## config.mk

```make
export PLATFORM = sky130hd
export DESIGN_NAME = trace_uart_streamer
export DESIGN_NICKNAME = d
export VERILOG_FILES = /design/src/rtl/trace_pkg.sv /design/src/rtl/trace_byte_mux.sv /design/src/rtl/trace_uart_streamer.sv
export SDC_FILE = /design/constraint.sdc
export NUM_CORES = 1
export LEC_CHECK = 0
export BUFFER_PORTS_ARGS = -buffer_cell sky130_fd_sc_hd__buf_2
export CAP_MARGIN = 20
export CORE_MARGIN = 3
export CORE_UTILIZATION = 55
export DETAILED_ROUTE_END_ITERATION = 8
export GPL_TIMING_DRIVEN = 0
export PLACE_DENSITY = 0.8
export SYNTH_ARGS = -nofsm -noshare
export SYNTH_HDL_FRONTEND = slang
export SYNTH_SLANG_ARGS = --single-unit
```

## constraint.sdc

```tcl
create_clock -name clk_i -period 4.2 [get_ports clk_i]
set_input_delay 0.84 -clock clk_i [delete_from_list [all_inputs] [get_ports clk_i]]
set_output_delay 0.84 -clock clk_i [all_outputs]
set_load 0.005 [all_outputs]
```

## src/rtl/trace_pkg.sv

```systemverilog
// Shared constants, frame layout and FSM state type for the trace frame serialiser.
package trace_pkg;

  localparam logic [7:0] SYNC0 = 8'hA5;
  localparam logic [7:0] SYNC1 = 8'h5A;

  localparam int unsigned PT_OFS  = 2;
  localparam int unsigned KEY_OFS = 18;
  localparam int unsigned CT_OFS  = 34;
  localparam int unsigned SMP_OFS = 50;

  typedef enum logic [2:0] {
    StIdle,
    StFetch,
    StSend,
    StWait,
    StGap
  } state_e;

  // Byte k of a 128-bit word, MSB byte first (k = 0 selects bits 127:120).
  function automatic logic [7:0] word_byte(input logic [127:0] w, input logic [3:0] k);
    logic [6:0] base;
    base = {~k, 3'b000};
    return w[base +: 8];
  endfunction

endpackage

```

## src/rtl/trace_byte_mux.sv

```systemverilog
// Selects the frame byte for a given index: sync, pt, key, ct, sample or checksum.
module trace_byte_mux
  import trace_pkg::*;
#(
  parameter int unsigned SAMPLES = 2048,
  parameter int unsigned IDX_W   = 12
) (
  input  logic [IDX_W-1:0] idx_i,
  input  logic [127:0]     pt_i,
  input  logic [127:0]     key_i,
  input  logic [127:0]     ct_i,
  input  logic [7:0]       smp_data_i,
  input  logic [7:0]       csum_i,
  output logic [7:0]       byte_o
);

  localparam logic [IDX_W-1:0] KeyLo = IDX_W'(KEY_OFS);
  localparam logic [IDX_W-1:0] CtLo  = IDX_W'(CT_OFS);
  localparam logic [IDX_W-1:0] SmpLo = IDX_W'(SMP_OFS);
  localparam logic [IDX_W-1:0] SmpHi = IDX_W'(SMP_OFS + SAMPLES);

  // The three 16-byte fields start 16 apart, so one offset yields the byte lane for all.
  logic [3:0] lane;
  assign lane = 4'(idx_i - IDX_W'(PT_OFS));

  always_comb begin
    if (idx_i == '0) begin
      byte_o = SYNC0;
    end else if (idx_i == IDX_W'(1)) begin
      byte_o = SYNC1;
    end else if (idx_i < KeyLo) begin
      byte_o = word_byte(pt_i, lane);
    end else if (idx_i < CtLo) begin
      byte_o = word_byte(key_i, lane);
    end else if (idx_i < SmpLo) begin
      byte_o = word_byte(ct_i, lane);
    end else if (idx_i < SmpHi) begin
      byte_o = smp_data_i;
    end else begin
      byte_o = csum_i;
    end
  end

endmodule

```

## src/rtl/trace_uart_streamer.sv

```systemverilog
// Serialises one trace frame (sync, pt, key, ct, samples, XOR checksum) to uart_tx per start.
module trace_uart_streamer
  import trace_pkg::*;
#(
  parameter int unsigned SAMPLES    = 2048,
  parameter int unsigned ADDR_W     = 11,
  parameter int unsigned GAP_CYCLES = 4096
) (
  input  logic              clk_i,
  input  logic              rst_i,
  input  logic              start_i,
  input  logic [127:0]      pt_i,
  input  logic [127:0]      key_i,
  input  logic [127:0]      ct_i,
  output logic [ADDR_W-1:0] smp_addr_o,
  input  logic [7:0]        smp_data_i,
  output logic              tx_dv_o,
  output logic [7:0]        tx_byte_o,
  input  logic              tx_done_i,
  output logic              busy_o,
  output logic              frame_done_o
);

  localparam int unsigned NBytes = SAMPLES + 51;
  localparam int unsigned IdxW   = $clog2(NBytes);
  localparam int unsigned GapW   = (GAP_CYCLES > 1) ? $clog2(GAP_CYCLES) : 1;

  localparam logic [IdxW-1:0] LastIdx = IdxW'(NBytes - 1);
  localparam logic [IdxW-1:0] CsumLo  = IdxW'(PT_OFS);
  localparam logic [IdxW-1:0] SmpLo   = IdxW'(SMP_OFS);
  localparam logic [IdxW-1:0] SmpHi   = IdxW'(SMP_OFS + SAMPLES);
  localparam logic [GapW-1:0] GapLast = GapW'(GAP_CYCLES - 1);

  state_e            state_q, state_d;
  logic [IdxW-1:0]   idx_q, idx_d, idx_nxt;
  logic [ADDR_W-1:0] smp_addr_q, smp_addr_d;
  logic [127:0]      pt_q, pt_d, key_q, key_d, ct_q, ct_d;
  logic [7:0]        csum_q, csum_d;
  logic              tx_dv_q, tx_dv_d;
  logic [7:0]        tx_byte_q, tx_byte_d;
  logic [GapW-1:0]   gap_q, gap_d;
  logic              busy_q, busy_d;
  logic              frame_done_q, frame_done_d;
  logic [7:0]        mux_byte;

  trace_byte_mux #(
    .SAMPLES(SAMPLES),
    .IDX_W  (IdxW)
  ) u_byte_mux (
    .idx_i     (idx_q),
    .pt_i      (pt_q),
    .key_i     (key_q),
    .ct_i      (ct_q),
    .smp_data_i(smp_data_i),
    .csum_i    (csum_q),
    .byte_o    (mux_byte)
  );

  assign idx_nxt = idx_q + IdxW'(1);

  always_comb begin
    state_d      = state_q;
    idx_d        = idx_q;
    smp_addr_d   = smp_addr_q;
    pt_d         = pt_q;
    key_d        = key_q;
    ct_d         = ct_q;
    csum_d       = csum_q;
    tx_dv_d      = 1'b0;
    tx_byte_d    = tx_byte_q;
    gap_d        = gap_q;
    busy_d       = busy_q;
    frame_done_d = 1'b0;
    unique case (state_q)
      StIdle: begin
        if (start_i) begin
          pt_d       = pt_i;
          key_d      = key_i;
          ct_d       = ct_i;
          idx_d      = '0;
          smp_addr_d = '0;
          csum_d     = '0;
          busy_d     = 1'b1;
          state_d    = StFetch;
        end
      end
      StFetch: state_d = StSend;
      StSend: begin
        tx_byte_d = mux_byte;
        tx_dv_d   = 1'b1;
        if (idx_q >= CsumLo && idx_q < SmpHi) csum_d = csum_q ^ mux_byte;
        state_d = StWait;
      end
      StWait: begin
        // A done pulse coincident with our own strobe belongs to the previous byte.
        if (tx_done_i && !tx_dv_q) begin
          if (idx_q == LastIdx) begin
            if (GAP_CYCLES == 0) begin
              frame_done_d = 1'b1;
              busy_d       = 1'b0;
              state_d      = StIdle;
            end else begin
              gap_d   = '0;
              state_d = StGap;
            end
          end else begin
            idx_d = idx_nxt;
            if (idx_nxt >= SmpLo && idx_nxt < SmpHi) smp_addr_d = ADDR_W'(idx_nxt - SmpLo);
            state_d = StFetch;
          end
        end
      end
      StGap: begin
        if (gap_q == GapLast) begin
          frame_done_d = 1'b1;
          busy_d       = 1'b0;
          state_d      = StIdle;
        end else begin
          gap_d = gap_q + GapW'(1);
        end
      end
      default: state_d = StIdle;
    endcase
  end

  always_ff @(posedge clk_i) begin
    if (rst_i) begin
      state_q      <= StIdle;
      idx_q        <= '0;
      smp_addr_q   <= '0;
      pt_q         <= '0;
      key_q        <= '0;
      ct_q         <= '0;
      csum_q       <= '0;
      tx_dv_q      <= 1'b0;
      tx_byte_q    <= '0;
      gap_q        <= '0;
      busy_q       <= 1'b0;
      frame_done_q <= 1'b0;
    end else begin
      state_q      <= state_d;
      idx_q        <= idx_d;
      smp_addr_q   <= smp_addr_d;
      pt_q         <= pt_d;
      key_q        <= key_d;
      ct_q         <= ct_d;
      csum_q       <= csum_d;
      tx_dv_q      <= tx_dv_d;
      tx_byte_q    <= tx_byte_d;
      gap_q        <= gap_d;
      busy_q       <= busy_d;
      frame_done_q <= frame_done_d;
    end
  end

  assign smp_addr_o   = smp_addr_q;
  assign tx_dv_o      = tx_dv_q;
  assign tx_byte_o    = tx_byte_q;
  assign busy_o       = busy_q;
  assign frame_done_o = frame_done_q;

endmodule

```

Word-level counts from Yosys, hierarchy flattened
Index checks and enable logic that the tools add are counted.
{"block": "op_classes", "n_bitwise": 3, "n_mux": 32, "order_cmp": 7, "n_reduce_logical": 18, "add_sub_neg": 4, "n_eq_ne": 15, "shifts": 3}
{"operator": "indexed part select 128 x 8 -> 8 bit", "n": 3}
{"operator": "two-way mux 12 bit", "n": 6}
{"operator": "two-way mux 8 bit", "n": 8}
{"operator": "case mux 12 bit (2 select lines)", "n": 2}
{"operator": "two-way mux 11 bit", "n": 4}
{"operator": "adder 12 x 1 -> 12 bit (second input constant)", "n": 2}
{"operator": "equality test 12 bit (second input constant)", "n": 2}
{"operator": "less-than comparator 12 bit (second input constant)", "n": 2}
{"operator": "less-than comparator 12 x 6 -> 1 bit (second input constant)", "n": 2}
{"operator": "case mux 11 bit (2 select lines)", "n": 1}
{"operator": "!= test 2 bit (second input constant)", "n": 8}
{"operator": "case mux 8 bit (2 select lines)", "n": 1}
{"operator": "case mux 3 bit (5 select lines)", "n": 1}
{"operator": "equality test 12 x 1 -> 1 bit (second input constant)", "n": 1}
{"operator": ">= comparator 12 x 2 -> 1 bit (second input constant)", "n": 1}
{"operator": ">= comparator 12 x 6 -> 1 bit (second input constant)", "n": 1}
{"operator": "logical NOT 12 bit", "n": 1}
{"operator": "less-than comparator 12 x 5 -> 1 bit (second input constant)", "n": 1}
{"operator": "two-way mux 3 bit", "n": 4}
{"operator": "subtractor 11 x 6 -> 11 bit (second input constant)", "n": 1}
{"operator": "AND reduction 3 bit", "n": 3}
{"operator": "AND reduction 4 bit", "n": 2}
{"operator": "nonzero test 2 bit", "n": 4}
{"operator": "bitwise XOR 8 bit", "n": 1}
{"operator": "14 further kinds", "n": 20}
{"block": "word_totals", "regBits": 441, "elab_cells": 94, "in_bits": 396, "out_inout_bits": 22}

Longest topological paths before layout
{"block": "depth", "word_depth": 11, "mapped_depth": 15, "depth_no_buf": 9}

Hierarchy
A second synthesis with hierarchy kept.
{"block": "unflattened", "cells_unflattened": 2315, "area_unflattened_um2": 19751.4}
{"module": "trace_uart_streamer", "area_each_um2": 16090.4, "instances": 1, "cells_each": 2034}
{"module": "trace_byte_mux", "area_each_um2": 3661.0, "instances": 1, "cells_each": 281}

Worst setup path before layout
No wires, ideal clock.
{"block": "synth_timing", "path_type": "reg-to-reg", "startpoint": "register idx_q[1]", "endpoint": "register tx_byte_q[1], in the netlist tx_byte_o[1]", "setup_time_ps": 91, "synth_period_minus_slack_ps": 3304, "stages_incl_launch_ff": 15, "path_slack_ps": 896, "arrival_ps": 3213, "cell_sequence": "dfxtp_1 -> buf_6 -> buf_8 -> buf_4 -> inv_1 -> ha_1 -> buf_2 -> buf_4 -> buf_2 -> clkbuf_1 -> nor2_1 -> o32ai_1 -> a21oi_1 -> or3_1 -> a311oi_1"}
{"block": "synth_via", "elab_chain_cells": 8}
{"element": "start: declaration", "line": "trace_uart_streamer.sv:35", "rtl": "logic [IdxW-1:0] idx_q, idx_d, idx_nxt;"}
{"element": "start signal: assignment", "line": "trace_uart_streamer.sv:142", "rtl": "idx_q <= idx_d;"}
{"element": "subtractor 4 x 2 -> 4 bit", "line": "trace_byte_mux.sv:24", "rtl": "assign lane = 4'(idx_i - IDX_W'(PT_OFS));"}
{"element": "inverter 4 bit", "line": "trace_pkg.sv:23", "rtl": "base = {~k, 3'b000};"}
{"element": "indexed part select 128 x 8 -> 8 bit", "line": "trace_pkg.sv:24", "rtl": "return w[base +: 8];"}
{"element": "two-way mux 8 bit", "line": "trace_byte_mux.sv:35", "rtl": "end else if (idx_i < SmpLo) begin"}
{"element": "two-way mux 8 bit", "line": "trace_byte_mux.sv:33", "rtl": "end else if (idx_i < CtLo) begin"}
{"element": "two-way mux 8 bit", "line": "trace_byte_mux.sv:31", "rtl": "end else if (idx_i < KeyLo) begin"}
{"element": "two-way mux 8 bit", "line": "trace_byte_mux.sv:29", "rtl": "end else if (idx_i == IDX_W'(1)) begin"}
{"element": "two-way mux 8 bit *", "line": "trace_byte_mux.sv:27", "rtl": "if (idx_i == '0) begin"}
{"element": "end signal: assignment", "line": "trace_uart_streamer.sv:149", "rtl": "tx_byte_q <= tx_byte_d;"}
{"element": "end: declaration", "line": "trace_uart_streamer.sv:40", "rtl": "logic [7:0] tx_byte_q, tx_byte_d;"}
Every way passes the cells marked *; elsewhere a longest branch is shown, timed or not.
A chain may end at the register's enable or synchronous reset.

Worst setup path in the final report
Same ends and word-level chain as after synthesis.

==> run_summary.xml <==
<?xml version="1.0" encoding="UTF-8"?>
<metrics>
  <group name="placement">
    <metric name="portBuffers" unit="">417</metric>
    <metric name="globalplace.congestion" unit="">0.929</metric>
    <metric name="placed_cells" unit="">3192</metric>
    <metric name="final_hpwl_dp" unit="um">53700</metric>
  </group>
  <group name="power_and_ir_drop">
    <metric name="max-vdd-ir-drop" unit="V">0.000368</metric>
    <metric name="power_density" unit="nW/um^2">453</metric>
    <metric name="p_leak" unit="nW">9.42</metric>
  </group>
  <group name="clock_network">
    <metric name="cts_buffers" unit="">45</metric>
    <metric name="cts.sinks" unit="">441</metric>
    <metric name="path_clk_slew" unit="ns">0.07</metric>
    <metric name="cts-root-buf" unit="">clkbuf_16</metric>
    <metric name="cts_buffer_depth" unit="">3</metric>
    <metric name="tritoncts" unit="">built</metric>
    <metric name="worst_skew_late_latency" unit="ns">0.56</metric>
    <metric name="ctsHtreeMaxLevel" unit="">2</metric>
    <metric name="hold_buffers" unit="">0</metric>
  </group>
  <group name="setup_path">
    <metric name="most_frequent_cell_on_critical_path" unit="">buf_4</metric>
    <metric name="timing.critical_path.slowest_stage_cell" unit="">dfxtp_1</metric>
    <metric name="critPathLaunchType" unit="">register</metric>
    <metric name="cpLargestDelayFamily" unit="">buffers and inverters</metric>
    <metric name="crit_type" unit="">reg2reg</metric>
    <metric name="critical_path_required" unit="ns">4.67</metric>
    <metric name="critical_path.max_stage_delay" unit="ns">0.47</metric>
    <metric name="crit_path_cell_trace" unit="">buf_6 -&gt; buf_8 -&gt; clkinvlp_4 -&gt; ha_1 -&gt; buf_4 -&gt; buf_4 -&gt; buf_4 -&gt; clkbuf_2 -&gt; nor2_1 -&gt; o32ai_1 -&gt; a21oi_1 -&gt; or3_1 -&gt; a311oi_1</metric>
    <metric name="critical_path.max_fanout" unit="">19</metric>
    <metric name="cp.arrival" unit="ns">4.53</metric>
    <metric name="crit_path_end_kind" unit="">register</metric>
    <metric name="wp_buf_inv" unit="">7</metric>
  </group>
  <group name="die">
    <metric name="initial_standard_cell_utilization_of_the_core" unit="%">56.4</metric>
    <metric name="floorplan.die.height" unit="um">195</metric>
    <metric name="die_area" unit="sq um">38100</metric>
    <metric name="floorplan.die.width" unit="um">195</metric>
    <metric name="io_pins" unit="">418</metric>
    <metric name="core_footprint" unit="sq um">34900</metric>
    <metric name="rows" unit="">68</metric>
  </group>
  <group name="timing">
    <metric name="min_period" unit="ns">4.06</metric>
    <metric name="slew_headroom" unit="%">32.1</metric>
    <metric name="rsz0062_at_grt" unit="">no</metric>
    <metric name="fmaxAchievable" unit="MHz">246</metric>
    <metric name="clock-skew-final" unit="ns">0.0257</metric>
    <metric name="finalHoldViolCount" unit="">0</metric>
    <metric name="setup_viol" unit="">0</metric>
    <metric name="final.setup.tns" unit="ns">0</metric>
    <metric name="worst-slew-pin-transition" unit="ns">1.01</metric>
    <metric name="timing.final.max_slew_violations" unit="">0</metric>
    <metric name="period_share" unit="%">96.7</metric>
  </group>
  <group name="route">
    <metric name="detailedRoute.firstIterationViolations" unit="">1851</metric>
    <metric name="total_drc_errors_in_the_routed_layout" unit="">0</metric>
    <metric name="total_vias_in_the_final_route" unit="">19935</metric>
    <metric name="drtAntennaViolNets" unit="">0</metric>
    <metric name="dr.pass1.iters" unit="">6</metric>
    <metric name="vias_per_cell" unit="">6.09</metric>
    <metric name="routedWlPerCell" unit="um">22.0</metric>
    <metric name="finalWirelength" unit="um">71900</metric>
  </group>
  <group name="logic_synthesis">
    <metric name="synth.top_cells.by_area" unit="">dfxtp_1, nand2_1, mux4_2</metric>
    <metric name="synth_edf_count" unit="">0</metric>
    <metric name="synthCells" unit="">2320</metric>
    <metric name="synthDistinctLibCells" unit="">75</metric>
    <metric name="yosysTopAreaCellShare" unit="%">44.9</metric>
    <metric name="netlist_area" unit="sq um">19700</metric>
    <metric name="number_of_warnings_issued_by_yosys" unit="">0</metric>
    <metric name="synth_seq_area_share" unit="%">44.9</metric>
    <metric name="postSynth.topFlopCell" unit="">dfxtp_1</metric>
    <metric name="synth.ff_latch_count" unit="">441</metric>
    <metric name="synth_largest_area_cell" unit="">dfxtp_1</metric>
    <metric name="synth-async-reset-ratio" unit="%">0</metric>
    <metric name="syn_area_per_cell" unit="sq um">8.47</metric>
    <metric name="postSynthNetCount" unit="">2725</metric>
  </group>
  <group name="global_routing">
    <metric name="gr-total-overflow" unit="">0</metric>
    <metric name="globalRouteTotalUtil" unit="%">36.2</metric>
    <metric name="grt_start_max_net_pins" unit="">15</metric>
    <metric name="grt_pass1_wl" unit="um">108000</metric>
    <metric name="number_of_global_route_vias_before_repair" unit="">19597</metric>
    <metric name="number_of_antenna_violations_at_the_first_check_in_global_routing" unit="">2</metric>
  </group>
  <group name="finish">
    <metric name="syn2layout_area_growth" unit="%">22.0</metric>
    <metric name="nFillCells" unit="">2839</metric>
    <metric name="commonest_non_fill_non_tap_cell_in_the_layout" unit="">nand2_1</metric>
    <metric name="nNetsFinal" unit="">3190</metric>
    <metric name="final_cell_count_no_fill" unit="">3275</metric>
    <metric name="most-common-layout-cells" unit="">nand2_1, dfxtp_1, buf_2</metric>
    <metric name="layout_cells_sized_above_1" unit="%">23.6</metric>
  </group>
  <group name="flow_run">
    <metric name="max_cap_violations" unit="">0</metric>
  </group>
  <group name="status">
    <metric name="status" unit="">finished clean</metric>
  </group>
  <group name="hold_path">
    <metric name="hold_class" unit="">reg2reg</metric>
  </group>
</metrics>
-- where the power goes --
part / switching, W / internal (W)
Clock: 0.00168 / 0.00274
Sequential: 0.000186 / 0.00453
Combinational: 0.00112 / 0.000615
-- path summary, 6_finish.rpt --
check,cells after the start,startpoint,slack [ns],to
setup / recovery,13,idx_q[1],0.14,tx_byte_o[1]
hold / removal,2,pt_q[7],0.45,pt_q[7]
setup reg to reg,13,idx_q[1],0.14,tx_byte_o[1]
hold reg to reg,2,pt_q[7],0.45,pt_q[7]
-- layer usage --
metal	global-route usage, %	wire [um]	up-vias
met5	0	19	-
met2	57.8	32800	1303
met4	19.7	4420	2
met1	46.3	26800	9465
met3	7.51	7970	266
li1	-	-	8899
-- worst register-to-register path, stage by stage, from the launching register on --
cell,delay [ns]
dfxtp_1,0.47
buf_6,0.20
buf_8,0.27
clkinvlp_4,0.19
ha_1,0.40
buf_4,0.32
buf_4,0.33
buf_4,0.34
clkbuf_2,0.31
nor2_1,0.09
o32ai_1,0.25
a21oi_1,0.17
or3_1,0.36
a311oi_1,0.29
-- cell type report --
| class | count | area, sq um | area share [%] |
|---|---|---|---|
| Clock inverter | 16 | 317 | 1.32 |
| Inverter | 12 | 48.8 | 0.203 |
| Tap cell | 455 | 569 | 2.37 |
| Sequential cell | 441 | 8830 | 36.8 |
| Clock buffer | 65 | 1320 | 5.51 |
| Buffer | 186 | 847 | 3.53 |
| Antenna cell | 1 | 2.50 | 0.0104 |
| Multi-Input combinational cell | 1680 | 9950 | 41.5 |
| Timing Repair Buffer | 419 | 2100 | 8.76 |
-- synthesized netlist by cell type (3+ instances only) --
master     count
o21a_1         4
mux2i_1       32
mux4_2        99
buf_2         20
o2bb2ai_1      4
or3_1          7
mux4_1         3
and2_1         4
a21oi_1      415
a31o_2         4
xor2_1         5
buf_4         13
a2111oi_0      3
nand4_1        8
mux2_2         7
o21ai_0       20
nor3_2         4
and3_1         8
nand2_1      799
nor2_1        61
nand3_1       28
clkbuf_1     137
o32ai_1        4
inv_1         11
a31oi_1        4
xnor2_1       27
buf_1          8
nand2b_1       3
nand3b_1       3
nor2b_1        6
nor4_1         7
ha_1           9
or4_1          4
a311oi_1       3
o311ai_0       4
nor3_1        31
buf_6          4
dfxtp_1      441
o211ai_1       8
a211oi_1       9
or2_2          5
-- registers in the layout, indices dropped and copies added, names as in the netlist --
name,cells
tx_dv_o,1
pt_q,128
gap_q,12
csum_q,8
idx_q,12
key_q,128
state_q,3
smp_addr_o,11
ct_q,128
frame_done_o,1
tx_byte_o,8
busy_o,1
-- per-stage QoR --
stage	area, sq um	hold slack, ns	worst slack [ns]	power (W)	util [%]
final	24000	0.453	0.137	0.0109	68.8
after global routing	24000	0.463	0.00457	0.0112	68.8
after CTS	24000	0.452	0.0133	0.0108	68.8
after detailed placement	22300	0.444	-0.605	0.00646	64.0
after global placement	22300	0.438	-0.522	0.00640	64.0
after floorplan	19700	0.432	0.896	0.00573	-
-- repair_timing --
| action | in CTS | in global routing |
|---|---|---|
| endpoints found under the setup margin | 16 | 14 |
| gates resized for setup | 8 | 1 |
| setup buffers | 1 | 0 |
| pin swaps | 0 | 0 |
-- logic make-up (layout without fill, tap and decap cells) --
group | count (synthesis) | in the layout | share of synthesized area, %
adders and majority gates | 9 | 9 | 0.573
and+or+nand+nor | 990 | 990 | 20.5
DFF | 441 | 441 | 44.9
AOI/OAI and AO/OA | 508 | 508 | 14.3
muxes | 141 | 141 | 13.8
other | 0 | 1 | 0
xor gates and xnor gates | 32 | 32 | 1.43
buffers and inverters | 199 | 698 | 4.49
(Power assumes the default switching activity.)
